`config.mk`:
```
export PLATFORM = sky130hd
export DESIGN_NAME = interlaken_milestone_timer_flat
export DESIGN_NICKNAME = d
export VERILOG_FILES = /design/src/rtl/interlaken_milestone_timer_if.sv /design/src/rtl/interlaken_milestone_timer.sv /design/src/flat_wrapper.sv
export SDC_FILE = /design/constraint.sdc
export NUM_CORES = 1
export LEC_CHECK = 0
export CELL_PAD_IN_SITES_DETAIL_PLACEMENT = 1
export CELL_PAD_IN_SITES_GLOBAL_PLACEMENT = 2
export CORE_ASPECT_RATIO = 1.5
export CORE_MARGIN = 3
export CORE_UTILIZATION = 41
export CTS_CLUSTER_SIZE = 20
export DETAILED_ROUTE_END_ITERATION = 8
export DONT_BUFFER_PORTS = 1
export PLACE_DENSITY_LB_ADDON = 0.1
export SYNTH_ARGS = -nofsm -noshare
export SYNTH_HDL_FRONTEND = slang
export SYNTH_SLANG_ARGS = --single-unit
```
`constraint.sdc`:
```
create_clock -name init_clk -period 7.9 [get_ports init_clk]
set_input_delay 1.185 -clock init_clk [delete_from_list [all_inputs] [get_ports init_clk]]
set_output_delay 1.185 -clock init_clk [all_outputs]
set_load 0.01 [all_outputs]
```
`src/rtl/interlaken_milestone_timer_if.sv`:
```
// Readout port between the milestone timer and the latency-measurement logging path.
// The logger drives rd_en/rd_idx; the timer answers one cycle later with rd_valid/rd_data.
interface interlaken_milestone_timer_if #(
  parameter int CNT_W = 32
);
  logic             rd_en;
  logic [3:0]       rd_idx;
  logic             rd_valid;
  logic [CNT_W-1:0] rd_data;

  modport master (output rd_en, rd_idx, input rd_valid, rd_data);
  modport slave  (input rd_en, rd_idx, output rd_valid, rd_data);
endinterface

```
`src/rtl/interlaken_milestone_timer.sv`:
```
// Timestamps first rising edges of the loopback sequencer milestone flags and measures START->STOP latency.
// Optional ILKN_LAT_MINMAX_EN adds lat_min/lat_max/run_cnt statistics that survive clear.
module interlaken_milestone_timer #(
  parameter int NUM_EVT   = 9,
  parameter int CNT_W     = 32,
  parameter int START_IDX = 2,
  parameter int STOP_IDX  = 4
) (
  input  logic                       init_clk,
  input  logic                       clk_reset_n,
  input  logic [NUM_EVT-1:0]         evt_in,
  input  logic                       clear,
  interlaken_milestone_timer_if.slave rd_if,
  output logic [NUM_EVT-1:0]         evt_seen,
  output logic                       lat_valid,
  output logic [CNT_W-1:0]           lat_cycles,
  output logic                       lat_err,
  output logic                       order_err,
  output logic                       cnt_ovf
`ifdef ILKN_LAT_MINMAX_EN
  ,
  output logic [CNT_W-1:0]           lat_min,
  output logic [CNT_W-1:0]           lat_max,
  output logic [7:0]                 run_cnt
`endif
);

  // state      | meaning
  // IDLE       | waiting for milestone 0, counter parked at 0
  // RUN        | counter free-running (saturating), capturing first edges
  // WAIT_START | latency window not yet opened
  // WAIT_STOP  | START stamped, waiting for STOP
  // LAT_DONE   | lat_cycles valid until clear
  typedef enum logic {IDLE, RUN} run_state_e;
  typedef enum logic [1:0] {WAIT_START, WAIT_STOP, LAT_DONE} lat_state_e;

  localparam logic [CNT_W-1:0] CNT_MAX = '1;
  localparam logic [CNT_W-1:0] CNT_ONE = CNT_W'(1);

  run_state_e         run_q;
  lat_state_e         lat_q;
  logic [NUM_EVT-1:0] evt_q;
  logic [NUM_EVT-1:0] seen_q;
  logic [CNT_W-1:0]   cnt_q;
  logic [CNT_W-1:0]   ts_q [NUM_EVT];
  logic               lat_valid_q;
  logic [CNT_W-1:0]   lat_cycles_q;
  logic               lat_err_q;
  logic               order_err_q;
  logic               cnt_ovf_q;
  logic               rd_valid_q;
  logic [CNT_W-1:0]   rd_data_q;

  logic [NUM_EVT-1:0] rise;
  logic [NUM_EVT-1:0] cap_d;
  logic [CNT_W-1:0]   cnt_d;
  logic [CNT_W-1:0]   rd_sel_d;

  assign rise = evt_in & ~evt_q;

  always_comb begin
    cap_d = '0;
    cnt_d = cnt_q;
    if (run_q == IDLE) begin
      cap_d[0] = rise[0];
      if (rise[0]) cnt_d = CNT_ONE;
    end else begin
      cap_d = rise & ~seen_q;
      if (cnt_q != CNT_MAX) cnt_d = cnt_q + CNT_ONE;
    end
  end

  // Unseen or out-of-range indices read as 0; values are pre-capture for this cycle.
  always_comb begin
    rd_sel_d = '0;
    for (int i = 0; i < NUM_EVT; i++) begin
      if (rd_if.rd_idx == 4'(i) && seen_q[i]) rd_sel_d = ts_q[i];
    end
  end

  always_ff @(posedge init_clk or negedge clk_reset_n) begin
    if (!clk_reset_n) begin
      run_q        <= IDLE;
      lat_q        <= WAIT_START;
      evt_q        <= '0;
      seen_q       <= '0;
      cnt_q        <= '0;
      for (int i = 0; i < NUM_EVT; i++) ts_q[i] <= '0;
      lat_valid_q  <= 1'b0;
      lat_cycles_q <= '0;
      lat_err_q    <= 1'b0;
      order_err_q  <= 1'b0;
      cnt_ovf_q    <= 1'b0;
      rd_valid_q   <= 1'b0;
      rd_data_q    <= '0;
    end else begin
      evt_q      <= evt_in;
      rd_valid_q <= rd_if.rd_en;
      if (rd_if.rd_en) rd_data_q <= clear ? '0 : rd_sel_d;

      if (clear) begin
        run_q        <= IDLE;
        lat_q        <= WAIT_START;
        seen_q       <= '0;
        cnt_q        <= '0;
        for (int i = 0; i < NUM_EVT; i++) ts_q[i] <= '0;
        lat_valid_q  <= 1'b0;
        lat_cycles_q <= '0;
        lat_err_q    <= 1'b0;
        order_err_q  <= 1'b0;
        cnt_ovf_q    <= 1'b0;
      end else begin
        cnt_q  <= cnt_d;
        seen_q <= seen_q | cap_d;
        for (int i = 0; i < NUM_EVT; i++) begin
          if (cap_d[i]) ts_q[i] <= cnt_q;
        end

        if (run_q == IDLE) begin
          if (|rise[NUM_EVT-1:1]) order_err_q <= 1'b1;
          if (rise[0]) run_q <= RUN;
        end else if (cnt_q == CNT_MAX) begin
          cnt_ovf_q <= 1'b1;
        end

        case (lat_q)
          WAIT_START: begin
            if (cap_d[START_IDX]) begin
              if (cap_d[STOP_IDX]) begin
                lat_cycles_q <= '0;
                lat_valid_q  <= 1'b1;
                lat_q        <= LAT_DONE;
              end else begin
                lat_q <= WAIT_STOP;
              end
            end else if (cap_d[STOP_IDX]) begin
              lat_err_q <= 1'b1;
            end
          end
          WAIT_STOP: begin
            if (cap_d[STOP_IDX]) begin
              lat_cycles_q <= cnt_q - ts_q[START_IDX];
              lat_valid_q  <= 1'b1;
              lat_q        <= LAT_DONE;
            end
          end
          default: ;
        endcase
      end
    end
  end

  assign evt_seen       = seen_q;
  assign lat_valid      = lat_valid_q;
  assign lat_cycles     = lat_cycles_q;
  assign lat_err        = lat_err_q;
  assign order_err      = order_err_q;
  assign cnt_ovf        = cnt_ovf_q;
  assign rd_if.rd_valid = rd_valid_q;
  assign rd_if.rd_data  = rd_data_q;

`ifdef ILKN_LAT_MINMAX_EN
  logic             lat_valid_prev_q;
  logic [CNT_W-1:0] lat_min_q;
  logic [CNT_W-1:0] lat_max_q;
  logic [7:0]       run_cnt_q;

  // Statistics deliberately ignore clear so they accumulate across runs.
  always_ff @(posedge init_clk or negedge clk_reset_n) begin
    if (!clk_reset_n) begin
      lat_valid_prev_q <= 1'b0;
      lat_min_q        <= '1;
      lat_max_q        <= '0;
      run_cnt_q        <= '0;
    end else begin
      lat_valid_prev_q <= lat_valid_q;
      if (lat_valid_q && !lat_valid_prev_q) begin
        if (run_cnt_q == 8'd0 || lat_cycles_q < lat_min_q) lat_min_q <= lat_cycles_q;
        if (run_cnt_q == 8'd0 || lat_cycles_q > lat_max_q) lat_max_q <= lat_cycles_q;
        if (run_cnt_q != 8'hFF) run_cnt_q <= run_cnt_q + 8'd1;
      end
    end
  end

  assign lat_min = lat_min_q;
  assign lat_max = lat_max_q;
  assign run_cnt = run_cnt_q;
`endif

endmodule

```
`src/flat_wrapper.sv`:
```
// flat-port wrapper written by rule: the top's interface ports become plain ports
module interlaken_milestone_timer_flat 
#(
  parameter int NUM_EVT   = 9,
  parameter int CNT_W     = 32,
  parameter int START_IDX = 2,
  parameter int STOP_IDX  = 4
)
  (init_clk, clk_reset_n, evt_in, clear, evt_seen, lat_valid, lat_cycles, lat_err, order_err, cnt_ovf, rd_if_rd_en, rd_if_rd_idx, rd_if_rd_valid, rd_if_rd_data);
  interlaken_milestone_timer_if #(.CNT_W(CNT_W)) rd_if_i ();
  input  logic init_clk;
  input  logic clk_reset_n;
  input  logic [NUM_EVT-1:0] evt_in;
  input  logic clear;
  output logic [NUM_EVT-1:0] evt_seen;
  output logic lat_valid;
  output logic [CNT_W-1:0] lat_cycles;
  output logic lat_err;
  output logic order_err;
  output logic cnt_ovf;
  input wire logic [$bits(rd_if_i.rd_en)-1:0] rd_if_rd_en;
  input wire logic [$bits(rd_if_i.rd_idx)-1:0] rd_if_rd_idx;
  output wire logic [$bits(rd_if_i.rd_valid)-1:0] rd_if_rd_valid;
  output wire logic [$bits(rd_if_i.rd_data)-1:0] rd_if_rd_data;
  assign rd_if_i.rd_en = rd_if_rd_en;
  assign rd_if_i.rd_idx = rd_if_rd_idx;
  assign rd_if_rd_valid = rd_if_i.rd_valid;
  assign rd_if_rd_data = rd_if_i.rd_data;
  interlaken_milestone_timer #(.NUM_EVT(NUM_EVT), .CNT_W(CNT_W), .START_IDX(START_IDX), .STOP_IDX(STOP_IDX)) u_core (.init_clk(init_clk), .clk_reset_n(clk_reset_n), .evt_in(evt_in), .clear(clear), .rd_if(rd_if_i), .evt_seen(evt_seen), .lat_valid(lat_valid), .lat_cycles(lat_cycles), .lat_err(lat_err), .order_err(order_err), .cnt_ovf(cnt_ovf));
endmodule
```
Word-level counts from Yosys, hierarchy flattened
Cells that the tools add are included.

Bits in registers: 410. Latch bits: 0. Bits in writable memories: 0. Memory bits (read-only): 0. Logic and storage cells: 133. Memories kept: 0.

Add/subtract/negate cells: 2. Multiply operators: 0. Divide/modulo/power cells: 0. Magnitude comparators: 0. Equal/unequal tests: 17. Shifts and indexed selects: 0. Mux-type cells: 54. Bitwise gates (word level): 5. Reductions and logical operators: 34.

Operators by type and width (number): 32-bit 2-to-1 mux (27); 288-bit 2-to-1 mux (1); 32-bit one-hot mux with 2 select lines (1); 32-bit by 1-bit adder with 32-bit output, second input constant (1); 32-bit == test, second input constant (1); 32-bit inequality test, second input constant (1); 32-bit subtractor (1); 2-bit nonzero test (13); 9-bit AND (2); 9-bit NOT (2); 1-bit 2-to-1 mux (17); 4-bit by 3-bit == test with 1-bit output, second input constant (4); 1-bit logical AND (9); 9-bit 2-to-1 mux (1); 3-bit by 2-bit inequality test with 1-bit output, second input constant (3); 9-bit bitwise OR (1); 4-bit by 2-bit == test with 1-bit output, second input constant (2); 2-bit 2-to-1 mux (4); 8-bit 2-to-1 mux (1); 2-bit AND reduction (4); 8-bit OR reduction (1); 3-bit AND reduction (2); 3-bit nonzero test (2); 4-bit by 1-bit == test with 1-bit output, second input constant (1); 9 further kinds (10).

Longest topological paths before layout
Gate-level depths: netlist (run 1).

Depth in word-level cells: 12. Depth in mapped cells: 11.

Worst setup path before layout (run 1)
OpenSTA, ideal clock, no wires.

Kind: in2reg. Start: input clear. End: register u_core.cnt_q[29]. Setup time: 0.077 ns. Arrival: 2.851 ns. Setup slack: 4.972 ns. Stages: 7. Buffers on the path: 1. Cell sequence: clkbuf_1 -> or3_1 -> or3b_1 -> a311oi_2 -> nand2_1 -> or3_1 -> a21oi_1.

Longest elaborated chain between the ends: 2.

Ends and longest elaborated chain: start, declared (RTL line flat_wrapper.sv:14) `input logic clear;`; 3-bit inequality test (no line) or 3-bit nonzero test (tied branches); 2-bit AND reduction (no line); end signal, assigned (RTL line interlaken_milestone_timer.sv:113) `cnt_q <= cnt_d;`; end, declared (RTL line interlaken_milestone_timer.sv:44) `logic [CNT_W-1:0] cnt_q;`.

Parallel ways exist; a longest one is shown, timed or not. A chain may end at the register's enable or synchronous reset.

Final worst setup path (run 1)
Start: register u_core.cnt_q[1]. End: register u_core.cnt_q[16].

Longest elaborated chain between the ends: 4.

Ends and longest elaborated chain: 32-bit by 1-bit adder with 32-bit output (RTL line interlaken_milestone_timer.sv:69) `if (cnt_q != CNT_MAX) cnt_d = cnt_q + CNT_ONE;`; 32-bit 2-to-1 mux (RTL line interlaken_milestone_timer.sv:69); 32-bit 2-to-1 mux (RTL line interlaken_milestone_timer.sv:64) `if (run_q == IDLE) begin`; 32-bit 2-to-1 mux (RTL line interlaken_milestone_timer.sv:101) `if (clear) begin`.

Parallel ways exist; a longest one is shown, timed or not. The select of a mux whose other input is x is not followed.

==> metrics.txt, run 1 <==
Nets 2,206; Power, Total 4.33 mW; register area 0.0103 mm^2; setup ws final 4460 ps; minimum hold slack 332 ps; Leak 8.90 nW; Finished Layout Cells 2,779; clk_skew 24.8 ps; Mapped Nets 2,345; area delta synth->final 7.87%; largest net degree at the start of global routing 411; post-route ant nets 0; Seq cells post-synth 410; hold bufs inserted after CTS 0; Resized Gates After CTS 0; I/O pin cnt 95; root buffer cell clkbuf_16; post-placement cell count 2,702; H-tree depth 2; slew of the pin with the lowest slew margin 1230 ps; Ys Warns 0; wirelength, routed 65,900 um; min Tclk post-route 3440 ps; Filler Cell Count 5,460; Multi-input gate area 0.00859 mm^2; run status finished, final reports clean; number of port buffers 0; Final Max Tran Viols 0; RSZ-0062 raised after global routing no; Initial Util 41.8%; vias in the first global route 16,994; Worst Path Class, Setup reg2reg; initial antenna violation count 0; RR Startpoint u_core.cnt_q[1]; Setup crit end kind register; Post-synth EDFFs 0; Placed Area 0.0198 mm^2; post-synthesis instance total 2,294; worst skew pair latency 570 ps; setup repair bufs after CTS 0; First-pass DRT Iterations 5; DR DRC count 0; Power per Cell Area 204 mW/mm^2; GPL Wtd Cong 0.800; Design Area, Final 0.0212 mm^2; wire length per cell 23.7 um; Rows 97; launch point of the worst path u_core.cnt_q[1]; Reg clk slew, reported paths 60 ps; CTS Sinks 410; Total GRT Usage 25.8%; DP Worst Slack 4320 ps; fraction of registers with async set or reset after synthesis 100%; fmax 0.291 GHz; die area 0.0507 mm^2; setup TNS 0 ps; crit path DAT 3840 ps; synthesized area per cell 8.58 um^2; min-delay worst type in2async; share of cells above drive strength 1 4.99%; Max-Cap Viols 0; sequential share of the synthesized area 52.1%; Max Buffers Root-to-Sink 3; die width 185 um; clock buffer count from CTS 45; post-synthesis cell area 0.0197 mm^2; grt total ovfl 0; Vias/cell 5.90; via count 16,383; Antenna Cells 0; Top FF cell, synth dfrtp_1; crit path launch type register; number of DRC markers in iteration 0 972; # setup viols final 0; required time of the critical path 8310 ps; DP Wirelength 40,100 um; CTS tree built; Placeable Area 0.0471 mm^2; Synth cell types 64; CP max FO 14; Core Util, Final 45.1%; first-pass GRT wire length 102,000 um; endpoints failing hold 0; crit share post-route 43.5%; VDD IR max 174 uV; relative slew slack 17.8%; Die Ht 274 um
-- cells by family after synthesis --
family | after synthesis | share of synthesized area, %
AOI/OAI and AO/OA | 662 | 20.0
xor gates and xnor gates | 42 | 1.87
adders and majority gates | 34 | 2.20
buffers and inverters | 239 | 4.66
DFF | 410 | 52.1
muxes | 1 | 0.0508
and+or+nand+nor | 906 | 19.1
-- cells in the mapped netlist, types with 11 or more instances --
| library cell | instances | area share [%] |
|---|---|---|
| nand4_1 | 11 | 0.35 |
| nor2b_1 | 14 | 0.44 |
| ha_1 | 33 | 2.1 |
| a22oi_1 | 64 | 2.4 |
| o31ai_1 | 12 | 0.46 |
| a221oi_1 | 64 | 2.8 |
| inv_1 | 47 | 0.90 |
| and3_1 | 16 | 0.51 |
| clkbuf_1 | 184 | 3.5 |
| xor2_1 | 29 | 1.3 |
| dfrtp_1 | 410 | 52 |
| a21o_1 | 12 | 0.46 |
| nand2b_1 | 30 | 0.95 |
| xnor2_1 | 13 | 0.58 |
| a21oi_1 | 326 | 8.3 |
| nand3_1 | 24 | 0.61 |
| nor2_1 | 114 | 2.2 |
| o21ai_0 | 130 | 3.3 |
| nand2_1 | 649 | 12 |
-- cell usage in the layout, fill, tap and decap left out, types with 5 or more instances in the layout --
master     instances
a22oi_1           64
and3_1            10
nor2b_1           14
or2_2             10
a221oi_1          64
xor2_1            29
nand2_1          648
buf_4              6
and3_2             6
o31ai_1           12
inv_1             47
clkbuf_8          12
ha_1              33
clkbuf_16         47
o21ai_1            6
o21a_1            10
a21oi_1          325
o21ai_0          130
nor2_4             7
a211o_1            5
a21o_1            12
dfrtp_1          410
nor3_1             7
xnor2_1           13
clkbuf_1          14
nand2b_1          30
nand3_1           24
nor2_1           105
or3_1              9
nand4_1           11
-- layer usage --
layer	part of all wire, %	global-route usage, %	vias up
met4	4.7	11.1	0
met1	40	30.9	8436
met5	0	0	-
met2	52	46.7	309
li1	-	-	7512
met3	3.3	2.73	126
-- worst paths after layout --
path / cells past startpoint / endpoint / slack (ps)
max in group asynchronous: 0 / u_core.ts_q[9] / 6580
worst max-delay path: 9 / u_core.cnt_q[16] / 4460
worst min register to register: 2 / u_core.ts_q[260] / 480
worst min-delay path: 0 / u_core.lat_cycles[25] / 330
min in group init_clk: 2 / u_core.ts_q[260] / 480
worst max register to register: 9 / u_core.cnt_q[16] / 4460
-- registers in the layout (all words and copies together) (netlist names), 2 cells and up --
signal and flops:
u_core.evt_seen 9, u_core.evt_q 9, u_core.cnt_q 32, u_core.rd_if.rd_data 32, u_core.lat_cycles 32, u_core.lat_q 2, u_core.ts_q 288
-- report_power, final --
group	leakage (nW)	internal, mW	total (mW)	switching, mW
clock	0.699	1.20	2.07	0.876
sequential	5.67	2.12	2.14	0.0252
combinational	2.53	0.0304	0.115	0.0850
-- final cells by class --
cell class / count / share of cell area, %
Inverter: 47 / 0.831
Timing Repair Buffer: 6 / 0.212
Clock inverter: 4 / 0.130
Sequential cell: 410 / 48.3
Clock buffer: 73 / 6.56
Multi-Input combinational cell: 1645 / 40.5
Tap cell: 594 / 3.50
-- worst max-delay path: stages (launching register included) --
cell and delay [ps]:
dfrtp_1 690, ha_1 300, and3_1 210, nand3_1 140, or3_1 460, o31ai_2 720, nor2_1 350, nand4_1 210
xor2_1 160, nor2_1 50
Power figures use the tool's default switching activity.
==> run 2: changes to the inputs <==
--- a/config.mk
+++ b/config.mk
@@ -9,7 +9,7 @@
 export CELL_PAD_IN_SITES_GLOBAL_PLACEMENT = 2
 export CORE_ASPECT_RATIO = 1.5
 export CORE_MARGIN = 3
-export CORE_UTILIZATION = 41
+export CORE_UTILIZATION = 36
 export CTS_CLUSTER_SIZE = 20
 export DETAILED_ROUTE_END_ITERATION = 8
 export DONT_BUFFER_PORTS = 1
==> constraint.sdc (replaced) <==
create_clock -name init_clk -period 3.14 [get_ports init_clk]
set_input_delay 0.471 -clock init_clk [delete_from_list [all_inputs] [get_ports init_clk]]
set_output_delay 0.471 -clock init_clk [all_outputs]
set_load 0.01 [all_outputs]
==> run 2 against run 1 <==
Net effect:
- cell area grew 3.5%
- worst setup slack got worse by 4300 ps
- critical path type unchanged
- register-to-register slack worse by 4300 ps
- largest cell class unchanged
- clock skew shrank 4.5 ps
- the run now ends with hold timing, slew limit left
- core utilization down 4.3 points
- maximum frequency grew 17%
==> metrics.txt, run 2 (synthesis results as in run 1) <==
root buffer cell clkbuf_16; relative slew slack -19.1% (-37 points); die area 0.0576 mm^2 (+13%); area delta synth->final 11.6%; endpoints failing hold 410 (+410); DP Wirelength 43,100 um (+7.4%); grt total ovfl 0 (unchanged); crit-path cells ha_1 -> fa_1 -> and2b_4 -> o211ai_1 -> a31o_1 -> a311o_2 -> a21boi_1 -> o21ai_1 -> and4_4 -> a211o_1; Initial Util 36.5% (-5.3 points); die width 197 um (+6.5%); GPL Wtd Cong 0.802 (+0.24%); hold bufs inserted after CTS 11 (+11); Resized Gates After CTS 0 (unchanged); wire length per cell 23.3 um (-1.6%); VDD IR max 315 uV (+81%); fmax 0.340 GHz (+17%); setup ws final 195 ps (-4270 ps); Leak 9.31 nW (+4.6%); first-pass GRT wire length 107,000 um (+4.7%); Power per Cell Area 509 mW/mm^2 (+150%); First-pass DRT Iterations 5 (unchanged); required time of the critical path 3600 ps (-4710 ps); min Tclk post-route 2940 ps (-491 ps); Final Max Tran Viols 179 (+179); number of DRC markers in iteration 0 911 (-6.3%); Rows 104 (+7.2%); min-delay worst type in2async; commonest non-fill, non-tap cells in the layout 649 x nand2_1, 410 x dfrtp_1, 325 x a21oi_1; # setup viols final 0 (unchanged); Worst Path Class, Setup reg2reg; worst skew pair latency 590 ps (+20 ps); wirelength, routed 68,900 um (+4.5%); most common cell after layout, fill and taps aside nand2_1; CTS Sinks 410 (unchanged); setup repair bufs after CTS 0 (unchanged); CTS tree built; crit path launch type register; I/O pin cnt 95 (unchanged); RSZ-0062 raised after global routing no; Setup crit end kind register; Antenna Cells 0 (unchanged); H-tree depth 2 (unchanged); via count 16,447 (+0.39%); Max-Cap Viols 0 (unchanged); RR Startpoint u_core.ts_q[192]; Largest stage delay, worst path 450 ps (-270 ps); share of cells above drive strength 1 7.34% (+2.4 points); Vias/cell 5.57 (-5.5%); post-route ant nets 0 (unchanged); initial antenna violation count 0 (unchanged); largest net degree at the start of global routing 411 (unchanged); launch point of the worst path u_core.ts_q[192]; slew of the pin with the lowest slew margin 1790 ps (+554 ps); DP Worst Slack 217 ps (-4110 ps); CP max FO 4 (-10); crit share post-route 93.8% (+50 points); Max Buffers Root-to-Sink 3 (unchanged); minimum hold slack -402 ps (-734 ps); clock buffer count from CTS 46 (+2.2%); Total GRT Usage 23.9% (-2.0 points); Die Ht 292 um (+6.6%); crit path DAT 3400 ps (-440 ps); CP max stage cell a311o_2; Placeable Area 0.0539 mm^2 (+14%); failing checks hold timing, slew limit; vias in the first global route 17,330 (+2.0%); Largest Register u_core.ts_q; Nets 2,278 (+3.3%); run status complete, but fails checks; DR DRC count 0 (unchanged); Reg clk slew, reported paths 60 ps (about the same); Largest register FFs 288 (unchanged); number of port buffers 0 (unchanged); clk_skew 20.4 ps (-4.47 ps); setup TNS 0 ps (unchanged)
[run 2: cell count changes in the layout (fill, tap and decap cells not counted), sizes merged]
cell and delta:
buf +60, clkinvlp +1, clkinv +7, bufinv +3
clkbuf -4, inv -1, dlygate4sd3 +11
[run 2: through the flow]
stage                     power [mW]  area, um^2  hold WS (ps)  cells  util, %
after global routing            11.6       22000          -435   2951     40.8
final                           11.2       22000          -402   2951     40.8
after global placement          5.80       20400           194   2857     37.8
after CTS                       11.3       22000          -435   2951     40.8
after floorplan                 5.73       19700           175   2294        -
after detailed placement        5.81       20400           195   2857     37.8
[run 2: layout make-up]
cell class	count	area [um^2]
fillers	6278	31900
flip-flops and latches	410	10300
multi-input cells	1645	8550
clock buffers	69	1340
well taps	689	862
repair buffers	77	643
inverters	47	176
clock inverters	14	151
[run 2: worst max-delay path, delay by kind of cell, from the launching register on]
| kind | cells | cell delay (ps) |
|---|---|---|
| AOI/OAI and AO/OA | 6 | 1260 |
| adders and majority gates | 2 | 650 |
| and+or+nand+nor | 2 | 480 |
| DFF | 1 | 420 |
[run 2: power breakdown]
part / internal (mW) / switching (mW) / leakage (nW)
registers: 5.33 / 0.0632 / 5.67
clock network: 3.19 / 2.28 / 0.736
logic: 0.0979 / 0.226 / 2.90
[run 2: path summary, 6_finish.rpt]
check	slack, ps	depth (start not counted)	endpoint
max in group asynchronous	2130	0	u_core.rd_if.rd_data[11]
hold / removal	-400	0	u_core.lat_cycles[23]
hold reg to reg	480	2	u_core.ts_q[258]
min in group init_clk	80	1	u_core.ts_q[249]
setup reg to reg	200	10	u_core.lat_cycles[20]
setup / recovery	200	10	u_core.lat_cycles[20]
[run 2: metal layers]
layer / wire length, um / part of all wire (%) / vias to the layer above / track usage (%)
met5: 0 / 0 / - / 0
met4: 2430 / 3.5 / 0 / 8.37
met3: 1940 / 2.8 / 106 / 3.15
met2: 36400 / 53 / 224 / 43.7
met1: 28200 / 41 / 8475 / 28.7
li1: - / - / 7642 / -
